<file path="src/rtl/draw_glyph_cell.sv">
// Renders one board-cell glyph (X, O or cursor box) onto the VGA pixel stream
// with a two-stage pipeline, frame-synchronous symbol latching, row reveal and blink.
module draw_glyph_cell #(
    parameter int SCALE         = 10,
    parameter int GLYPH_N       = 8,
    parameter int CW            = 8,
    parameter int BLINK_FRAMES  = 30,
    parameter int REVEAL_FRAMES = 2
) (
    input  logic            clk,
    input  logic            reset,
    input  logic [9:0]      h_counter,
    input  logic [9:0]      v_counter,
    input  logic [9:0]      pos_x,
    input  logic [9:0]      pos_y,
    input  logic [1:0]      sym,
    input  logic            frame_tick,
    input  logic            blink_en,
    input  logic [3*CW-1:0] fg_rgb,
    input  logic [3*CW-1:0] bg_rgb,
    output logic [CW-1:0]   R,
    output logic [CW-1:0]   G,
    output logic [CW-1:0]   B,
    output logic            in_box,
    output logic            reveal_done
);

    localparam logic [10:0] SPAN      = 11'(GLYPH_N * SCALE);
    localparam logic [9:0]  SCALE10   = 10'(SCALE);
    localparam logic [9:0]  NM1       = 10'(GLYPH_N - 1);
    localparam logic [4:0]  ROWS_FULL = 5'(GLYPH_N);
    localparam logic [7:0]  RF        = 8'(REVEAL_FRAMES);
    localparam logic [15:0] BF_LAST   = 16'(BLINK_FRAMES - 1);
    localparam logic        ST_DONE   = 1'b0;
    localparam logic        ST_REVEAL = 1'b1;

    logic            hit_q, hit_d;
    logic [9:0]      dx_q, dx_d, dy_q, dy_d;
    logic [3*CW-1:0] rgb_q, rgb_d;
    logic            in_box_q;
    logic [1:0]      sym_q, sym_d;
    logic            state_q, state_d;
    logic [4:0]      rows_q, rows_d;
    logic [7:0]      sub_q, sub_d;
    logic [15:0]     blink_cnt_q, blink_cnt_d;
    logic            phase_q, phase_d;
    logic            done_q;

    // Pattern bit for glyph s at pattern cell (r,c); r,c are always < GLYPH_N here.
    function automatic logic glyph_bit(input logic [1:0] s, input logic [9:0] r, input logic [9:0] c);
        logic er;
        logic ec;
        logic b;
        er = (r == 10'd0) || (r == NM1);
        ec = (c == 10'd0) || (c == NM1);
        case (s)
            2'd1:    b = (c == r) || (c == NM1 - r);
            2'd2:    b = (er && !ec) || (ec && !er);
            2'd3:    b = er || ec;
            default: b = 1'b0;
        endcase
        return b;
    endfunction

    // Stage 1: box hit test with the box end kept in 11 bits so it never wraps past 1023.
    always_comb begin
        logic h_hit;
        logic v_hit;
        h_hit = ({1'b0, h_counter} >= {1'b0, pos_x}) && ({1'b0, h_counter} < ({1'b0, pos_x} + SPAN));
        v_hit = ({1'b0, v_counter} >= {1'b0, pos_y}) && ({1'b0, v_counter} < ({1'b0, pos_y} + SPAN));
        hit_d = h_hit && v_hit;
        dx_d  = h_counter - pos_x;
        dy_d  = v_counter - pos_y;
    end

    // Stage 2: pattern lookup and colour select; DONE shows every row regardless of rows_q.
    always_comb begin
        logic [9:0] col_s;
        logic [9:0] row_s;
        logic [4:0] limit_s;
        logic       show_s;
        col_s   = dx_q / SCALE10;
        row_s   = dy_q / SCALE10;
        limit_s = (state_q == ST_DONE) ? ROWS_FULL : rows_q;
        show_s  = hit_q && glyph_bit(sym_q, row_s, col_s) && (row_s < {5'd0, limit_s})
                  && !(blink_en && phase_q);
        if (show_s) begin
            rgb_d = fg_rgb;
        end else begin
            rgb_d = bg_rgb;
        end
    end

    // Frame-rate state: symbol latch, reveal FSM and blink counter all advance only on frame_tick.
    always_comb begin
        sym_d       = sym_q;
        state_d     = state_q;
        rows_d      = rows_q;
        sub_d       = sub_q;
        blink_cnt_d = blink_cnt_q;
        phase_d     = phase_q;
        if (frame_tick) begin
            if (blink_cnt_q == BF_LAST) begin
                blink_cnt_d = 16'd0;
                phase_d     = ~phase_q;
            end else begin
                blink_cnt_d = blink_cnt_q + 16'd1;
            end
            if (sym != sym_q) begin
                sym_d = sym;
                sub_d = 8'd0;
                if ((sym == 2'd0) || (RF == 8'd0)) begin
                    state_d = ST_DONE;
                    rows_d  = ROWS_FULL;
                end else begin
                    state_d = ST_REVEAL;
                    rows_d  = 5'd0;
                end
            end else if (state_q == ST_REVEAL) begin
                if (sub_q + 8'd1 == RF) begin
                    sub_d  = 8'd0;
                    rows_d = rows_q + 5'd1;
                    if (rows_q + 5'd1 == ROWS_FULL) begin
                        state_d = ST_DONE;
                    end else begin
                        state_d = ST_REVEAL;
                    end
                end else begin
                    sub_d = sub_q + 8'd1;
                end
            end else begin
                state_d = ST_DONE;
            end
        end else begin
            sym_d = sym_q;
        end
    end

    // Pipeline and frame-state registers.
    always_ff @(posedge clk or negedge reset) begin
        if (!reset) begin
            hit_q       <= 1'b0;
            dx_q        <= 10'd0;
            dy_q        <= 10'd0;
            rgb_q       <= '0;
            in_box_q    <= 1'b0;
            sym_q       <= 2'd0;
            state_q     <= ST_DONE;
            rows_q      <= 5'd0;
            sub_q       <= 8'd0;
            blink_cnt_q <= 16'd0;
            phase_q     <= 1'b0;
            done_q      <= 1'b1;
        end else begin
            hit_q       <= hit_d;
            dx_q        <= dx_d;
            dy_q        <= dy_d;
            rgb_q       <= rgb_d;
            in_box_q    <= hit_q;
            sym_q       <= sym_d;
            state_q     <= state_d;
            rows_q      <= rows_d;
            sub_q       <= sub_d;
            blink_cnt_q <= blink_cnt_d;
            phase_q     <= phase_d;
            done_q      <= (state_d == ST_DONE);
        end
    end

    assign R           = rgb_q[3*CW-1:2*CW];
    assign G           = rgb_q[2*CW-1:CW];
    assign B           = rgb_q[CW-1:0];
    assign in_box      = in_box_q;
    assign reveal_done = done_q;

endmodule

</file>
<file path="config.mk">
export PLATFORM = sky130hd
export DESIGN_NAME = draw_glyph_cell
export DESIGN_NICKNAME = d
export VERILOG_FILES = /design/src/rtl/draw_glyph_cell.sv
export SDC_FILE = /design/constraint.sdc
export NUM_CORES = 1
export LEC_CHECK = 0
export CORE_MARGIN = 3
export CORE_UTILIZATION = 59
export DETAILED_ROUTE_END_ITERATION = 16
export GPL_TIMING_DRIVEN = 0
export MAX_ROUTING_LAYER = met4
export PLACE_DENSITY = 0.87
export SYNTH_ARGS = -nofsm -noshare
export SYNTH_HDL_FRONTEND = slang
export SYNTH_SLANG_ARGS = --single-unit
</file>
<file path="constraint.sdc">
create_clock -name clk -period 6.6 [get_ports clk]
set_input_delay 1.32 -clock clk [delete_from_list [all_inputs] [get_ports clk]]
set_output_delay 1.32 -clock clk [all_outputs]
set_load 0.02 [all_outputs]
</file>
### After elaboration in Yosys (flattened, before gate mapping)

Index checks and enable logic that the tools add are counted.

* reduce and logical (&&, ||, !) cells: 26
* add/sub/neg operators: 8
* multiplexer cells: 17
* equal/unequal tests: 11
* magnitude comparators: 5
* bitwise operators: 2
* div/mod/pow operators: 2

Operators by type and width (number)
* $mux 24: 1
* $mux 8: 3
* $add 10x7->11 const B: 2
* $lt 10x11->1: 2
* $div 10x4->10 const B: 2
* $eq 10x10->1: 2
* $eq 10x3->1 const B: 2
* $ge 10x10->1: 2
* $logic_not 10->1: 2
* $mux 5: 4
* $sub 10x10->10: 2
* $add 16x1->16 const B: 1
* $eq 16x5->1 const B: 1
* $mux 16: 1
* $lt 10x5->1: 1
* $sub 3x10->10 const A: 1
* $logic_and 1x1->1: 9
* $add 8x1->8 const B: 1
* $eq 8x2->1 const B: 1
* $mux 1: 6
* $reduce_and 2->1: 3
* $add 5x1->5 const B: 1
* $eq 5x4->1 const B: 1
* $logic_or 1x1->1: 5
* other kinds (10): 15

* register bits: 80
* word-level logic and storage cells: 83
* output and inout bits: 26
* input bits: 94

### Logic depth before layout (Yosys ltp)

* depth in word-level cells: 11
* depth in mapped cells: 22
* mapped depth without buffers: 19

### Least setup slack after synthesis

Ideal clock, no wire load.

* path kind: flip-flop to flip-flop
* from: register dx_q[6]
* to: register rgb_q[10]
* clock period less this slack: 3.857 ns
* buffers on the path: 3
* data arrival time: 3.777 ns
* cell stages (with the launch flop): 23
* required time: 6.520 ns
* slack: 2.743 ns
* library setup time: 0.080 ns
* path through: dfrtp_1 buf_4 buf_4 nand3b_1 a21oi_1 or4_1 a21oi_2 and2_1 mux2i_1 nand2_1 o32ai_1 nand2_1 o21ai_0 nand4b_1 ha_1 inv_1 mux2i_1 nand2_1 inv_1 nor2_1 mux2_4 buf_6 o211ai_2

* cells in the longest elaborated chain, start to end: 11
* elaborated cells on any way between the ends: 17
* those cells by class: div: 1; eq/ne: 3; mux: 2; reduce/logical: 11

RTL lines
* start: declaration: RTL line 38 `logic [9:0] dx_q, dx_d, dy_q, dy_d;`
* start signal: assignment: RTL line 143 `dx_q <= 10'd0;`
* start signal: assignment: RTL line 156 `dx_q <= dx_d;`
* $div 10x4->10 *: RTL line 82 `col_s = dx_q / SCALE10;`
* $eq 10x3->1 or $logic_not 10->1 (tied branches): RTL line 55 `ec = (c == 10'd0) || (c == NM1);`
* $logic_or 1x1->1: RTL line 55
* $logic_not 1->1: RTL line 58 `2'd2: b = (er && !ec) || (ec && !er);`
* $logic_and 1x1->1: RTL line 58
* $logic_or 1x1->1: RTL line 58
* $pmux 1 s3 *: RTL line 56 `case (s)`
* $logic_and 1x1->1 * (2 in a row): RTL line 85 `show_s = hit_q && glyph_bit(sym_q, row_s, col_s) && (row_s < {5'd0, limit_s})`
* $logic_and 1x1->1 *: RTL line 86 `&& !(blink_en && phase_q);`
* $mux 24 *: RTL line 87 `if (show_s) begin`
* named net rgb_d[10]: RTL line 39 `logic [3*CW-1:0] rgb_q, rgb_d;`
* end signal: assignment: RTL line 158 `rgb_q <= rgb_d;`
* end: declaration: RTL line 39

Mark *: on every way through the listed nets, which the timed path passes. The rest lies on a longest branch.
A chain may end at the register's enable or synchronous reset.

### Worst setup path in the final report

* from: register dx_q[5]
* to: register rgb_q[4]

The elaborated chain is that of the path after synthesis.

==> impl_metrics.csv <==
group,metric,value,unit
run_status,outcome,"finished, final reports clean",
critical_path,ff2ff_setup_slack,2.08,ns
critical_path,critPathCapture,"rgb_q[4]",
die,core.rowCount,39,
critical_path,reg2reg_to,"rgb_q[4]",
sta,skew,0.00981,ns
yosys,synth_nets,1018,
pwr,seqPwrFrac,22.7,%
pwr,clkPwrFrac,16.7,%
sta,maxSlewHeadroom,49.4,%
sta,min_period_over_period,68.5,%
clock_tree,cts_tree,"done",
clock_tree,clk_pin_slew,0.06,ns
critical_path,worstReg2RegStart,"dx_q[5]",
sta,timing.hold.ws,0.446,ns
yosys,synth_edf_count,0,
critical_path,cp.required,6.87,ns
yosys,yosys.area_share.simple,24.2,%
detailed_routing,ant_nets,0,
detailed_routing,route.detailed.drc,0,
yosys,synth-compound-area-share,21.6,%
detailed_routing,dr.first_iter.drc_count,501,
yosys,avgSynthCellArea,8.14,sq um
pwr,power_frac_comb,60.7,%
clock_tree,cts_setup_buffers,0,
sta,finalMaxSlewViolations,0,
pwr,power_switching,1.25,mW
clock_tree,cts_buffers,9,
sta,finalCriticalPeriod,4.52,ns
critical_path,critPathLaunchType,"flop",
die,start_util,61.4,%
critical_path,reg2reg_depth,20,
sta,tns,0,ns
yosys,synth_top_family_by_area,"simple AND/OR/NAND/NOR gates",
sta,rsz0062_at_grt,"no",
yosys,synthFlopType,"dfrtp_1",
yosys,synth.cell_area,7130,sq um
yosys,async_reset_ff_share,100,%
die,die_w,116,um
flow_run,maxCapViolCount,0,
worst_hold_path,hold_path_class,"flop to flop",
die,fp.coreArea,11600,sq um
critical_path,cp.arrival,4.79,ns
yosys,synth-xor-area-share,6.65,%
yosys,ys_ff_latch,78,
critical_path,cpMostUsedCell,"nand2_1",
pwr,internal_power,1.64,mW
pwr,p_leak,4.01,nW
detailed_routing,vias,6749,
pwr,ir_drop,196,uV
critical_path,crit_fanout,10,
clock_tree,post_cts_resize_count,0,
final_layout,final-instance-count-excl-fill,1155,
clock_tree,ctsHoldBuffers,0,
place,io_buffers,119,
pwr,switching_share,43.2,%
sta,finalSetupViolCount,0,
final_layout,fill_cells,861,
grt,overflow,0,
yosys,synth_cell_types,91,
grt,antenna_found_initial,0,
clock_tree,clockBufferDepth,2,
detailed_routing,wl_per_cell,14.8,um
detailed_routing,drt_pass1_iterations,5,
clock_tree,clk-insertion-delay-late,0.35,ns
sta,tightest_slew,0.760,ns
sta,hold_viol,0,
grt,grt_pass1_wl,28400,um
yosys,muxShareOfSynthArea,5.19,%
die,io_pins,120,
final_layout,drive_gt1_share,9.09,%
sta,max_freq,221,MHz
grt,track_usage,26.5,%
place,dp.cells,1139,
critical_path,path_cells,"nor2b_1, a21oi_1, or4_1, a21oi_2, and2_1, mux2i_1, nand2_1, o32ai_1, nand2_1, o21ai_0, nand4b_1, ha_1, inv_1, mux2i_1, nand2_1, clkbuf_1, nand2_1, nor2_1, mux2i_1, o211ai_2",
yosys,synth-seq-area-share,27.4,%
place,place_hpwl,13100,um
die,die_y,116,um
yosys,synth_warnings,0,
clock_tree,h-tree-depth,3,
critical_path,worst_path_largest_cell_delay,0.54,ns
pwr,powerDensity,328,nW/um^2
clock_tree,cts-root-buf,"clkbuf_16",
yosys,synth-adder-area-share,9.05,%
final_layout,diodes,0,
final_layout,syn_to_final_growth,23.5,%
critical_path,crit_type,"flop to flop",
critical_path,crit_start,"dx_q[5]",
critical_path,end_kind,"flop",
grt,grt_pass1_vias,6334,
yosys,postSynthCellCount,876,
final_layout,nNetsFinal,1149,
grt,grt_max_degree,52,
place,place_congestion,0.913,
detailed_routing,viasPerCell,5.84,
die,die-area,13400,sq um
detailed_routing,wl,17100,um
critical_path,cp_slowest_cell,"or4_1",
clock_tree,cts.sinks,78,
cells by family (layout without fill, tap and decap cells):
family                   Yosys count  count (layout)
AO/OA/AOI/OAI                    200             200
buffers and inverters             97             233
XOR/XNOR                          52              52
multiplexers                      36              36
flip-flops                        78              78
adder cells (fa/ha/maj)           51              51
AND/OR/NAND/NOR                  362             362
metrics by stage:
step                setup slack, ns  total power [mW]  cell area [sq um]  util, %
detailed placement             2.14              2.39               8530     73.4
floorplan                      2.74              1.97               7130        -
finish                         2.08              2.89               8810     75.8
CTS                            2.10              2.88               8810     75.8
global placement               1.41              2.36               8500     73.2
global route                   1.77              3.09               8810     75.8
final cells by class:
cell class,count,area (sq um),share of cell area (%)
inverters,55,206,2.34
well taps,143,179,2.03
plain buffers,42,215,2.44
multi-input cells,701,4760,54.0
flip-flops and latches,78,1950,22.2
clock buffers,9,225,2.56
clock inverters,7,56.3,0.639
repair buffers,120,1220,13.8
power groups by stage:
| stage | Combinational, mW | Clock, mW | Sequential (mW) |
|---|---|---|---|
| global placement | 1.70 | 0 | 0.658 |
| CTS | 1.74 | 0.487 | 0.654 |
| global route | 1.91 | 0.515 | 0.666 |
| detailed placement | 1.73 | 0 | 0.662 |
| floorplan | 1.24 | 0 | 0.724 |
| finish | 1.75 | 0.481 | 0.654 |
cell usage after synthesis (all sizes together) (4+ instances only):
master | count | area, sq um
nand2 | 135 | 514
nor2 | 104 | 398
dfrtp | 77 | 1930
inv | 55 | 206
o21ai | 55 | 279
ha | 46 | 576
xnor2 | 32 | 280
mux2i | 31 | 310
a21oi | 30 | 158
o211ai | 29 | 323
buf | 22 | 140
clkbuf | 20 | 75.1
xor2 | 20 | 194
nand2b | 18 | 113
nor2b | 14 | 87.6
nand3 | 13 | 65.1
nand4 | 12 | 75.1
nor3 | 12 | 60.1
and3 | 9 | 56.3
o21a | 9 | 67.6
a21boi | 8 | 60.1
a31oi | 7 | 43.8
nor4 | 7 | 43.8
o32ai | 7 | 68.8
a21o | 6 | 45.0
mux2 | 5 | 60.1
or2 | 5 | 31.3
a211oi | 4 | 65.1
and2 | 4 | 25.0
and4 | 4 | 35.0
o21bai | 4 | 30.0
o22ai | 4 | 25.0
o31ai | 4 | 43.8
or3b | 4 | 35.0
sequential cells by signal, indices dropped and copies added, names as in the netlist:
name and flops:
state_q 1, rgb_q 24, in_box 1, dy_q 9, sym_q 2, rows_q 5
dx_q 9, reveal_done 1, hit_q 1, blink_cnt_q 16, sub_q 8, phase_q 1
worst min-delay path by stage:
stage / from / end / slack (ns) / depth (start not counted)
2_1_floorplan: hit_q / in_box / 0.35 / 0
3_3_place_gp: hit_q / in_box / 0.42 / 0
3_5_place_dp: hit_q / in_box / 0.42 / 0
4_1_cts: hit_q / in_box / 0.44 / 0
5_1_grt: hit_q / in_box / 0.46 / 0
6_report: hit_q / in_box / 0.45 / 0
critical path, delay by kind of cell (launching register included):
| family | cells | cell delay (ns) |
|---|---|---|
| simple gates | 9 | 2.00 |
| mux | 3 | 0.41 |
| buf+inv | 2 | 0.48 |
| fa+ha+maj | 1 | 0.30 |
| flops | 1 | 0.43 |
| compound gates | 5 | 0.84 |
layer usage:
metal / GRT usage, % / vias to the layer above / routed length, um
met1: 33.1 / 3198 / 7510
met2: 43.5 / 167 / 8510
met5: - / - / 0
met4: 9.44 / 0 / 412
met3: 4.23 / 38 / 691
li1: - / 3346 / -
cells in the final DEF, fill, tap and decap left out, types with 13 or more instances in the layout:
| cell | instances |
|---|---|
| a21oi_1 | 28 |
| inv_1 | 53 |
| nor2_1 | 103 |
| xnor2_1 | 32 |
| clkbuf_1 | 20 |
| clkdlybuf4s50_1 | 118 |
| nand3_1 | 13 |
| nand2b_1 | 18 |
| dfrtp_1 | 77 |
| o211ai_2 | 21 |
| xor2_1 | 19 |
| nand2_1 | 134 |
| mux2i_1 | 31 |
| ha_1 | 46 |
| buf_2 | 13 |
| nor2b_1 | 14 |
| o21ai_0 | 51 |
No activity file was read; power rests on OpenSTA's default activity.
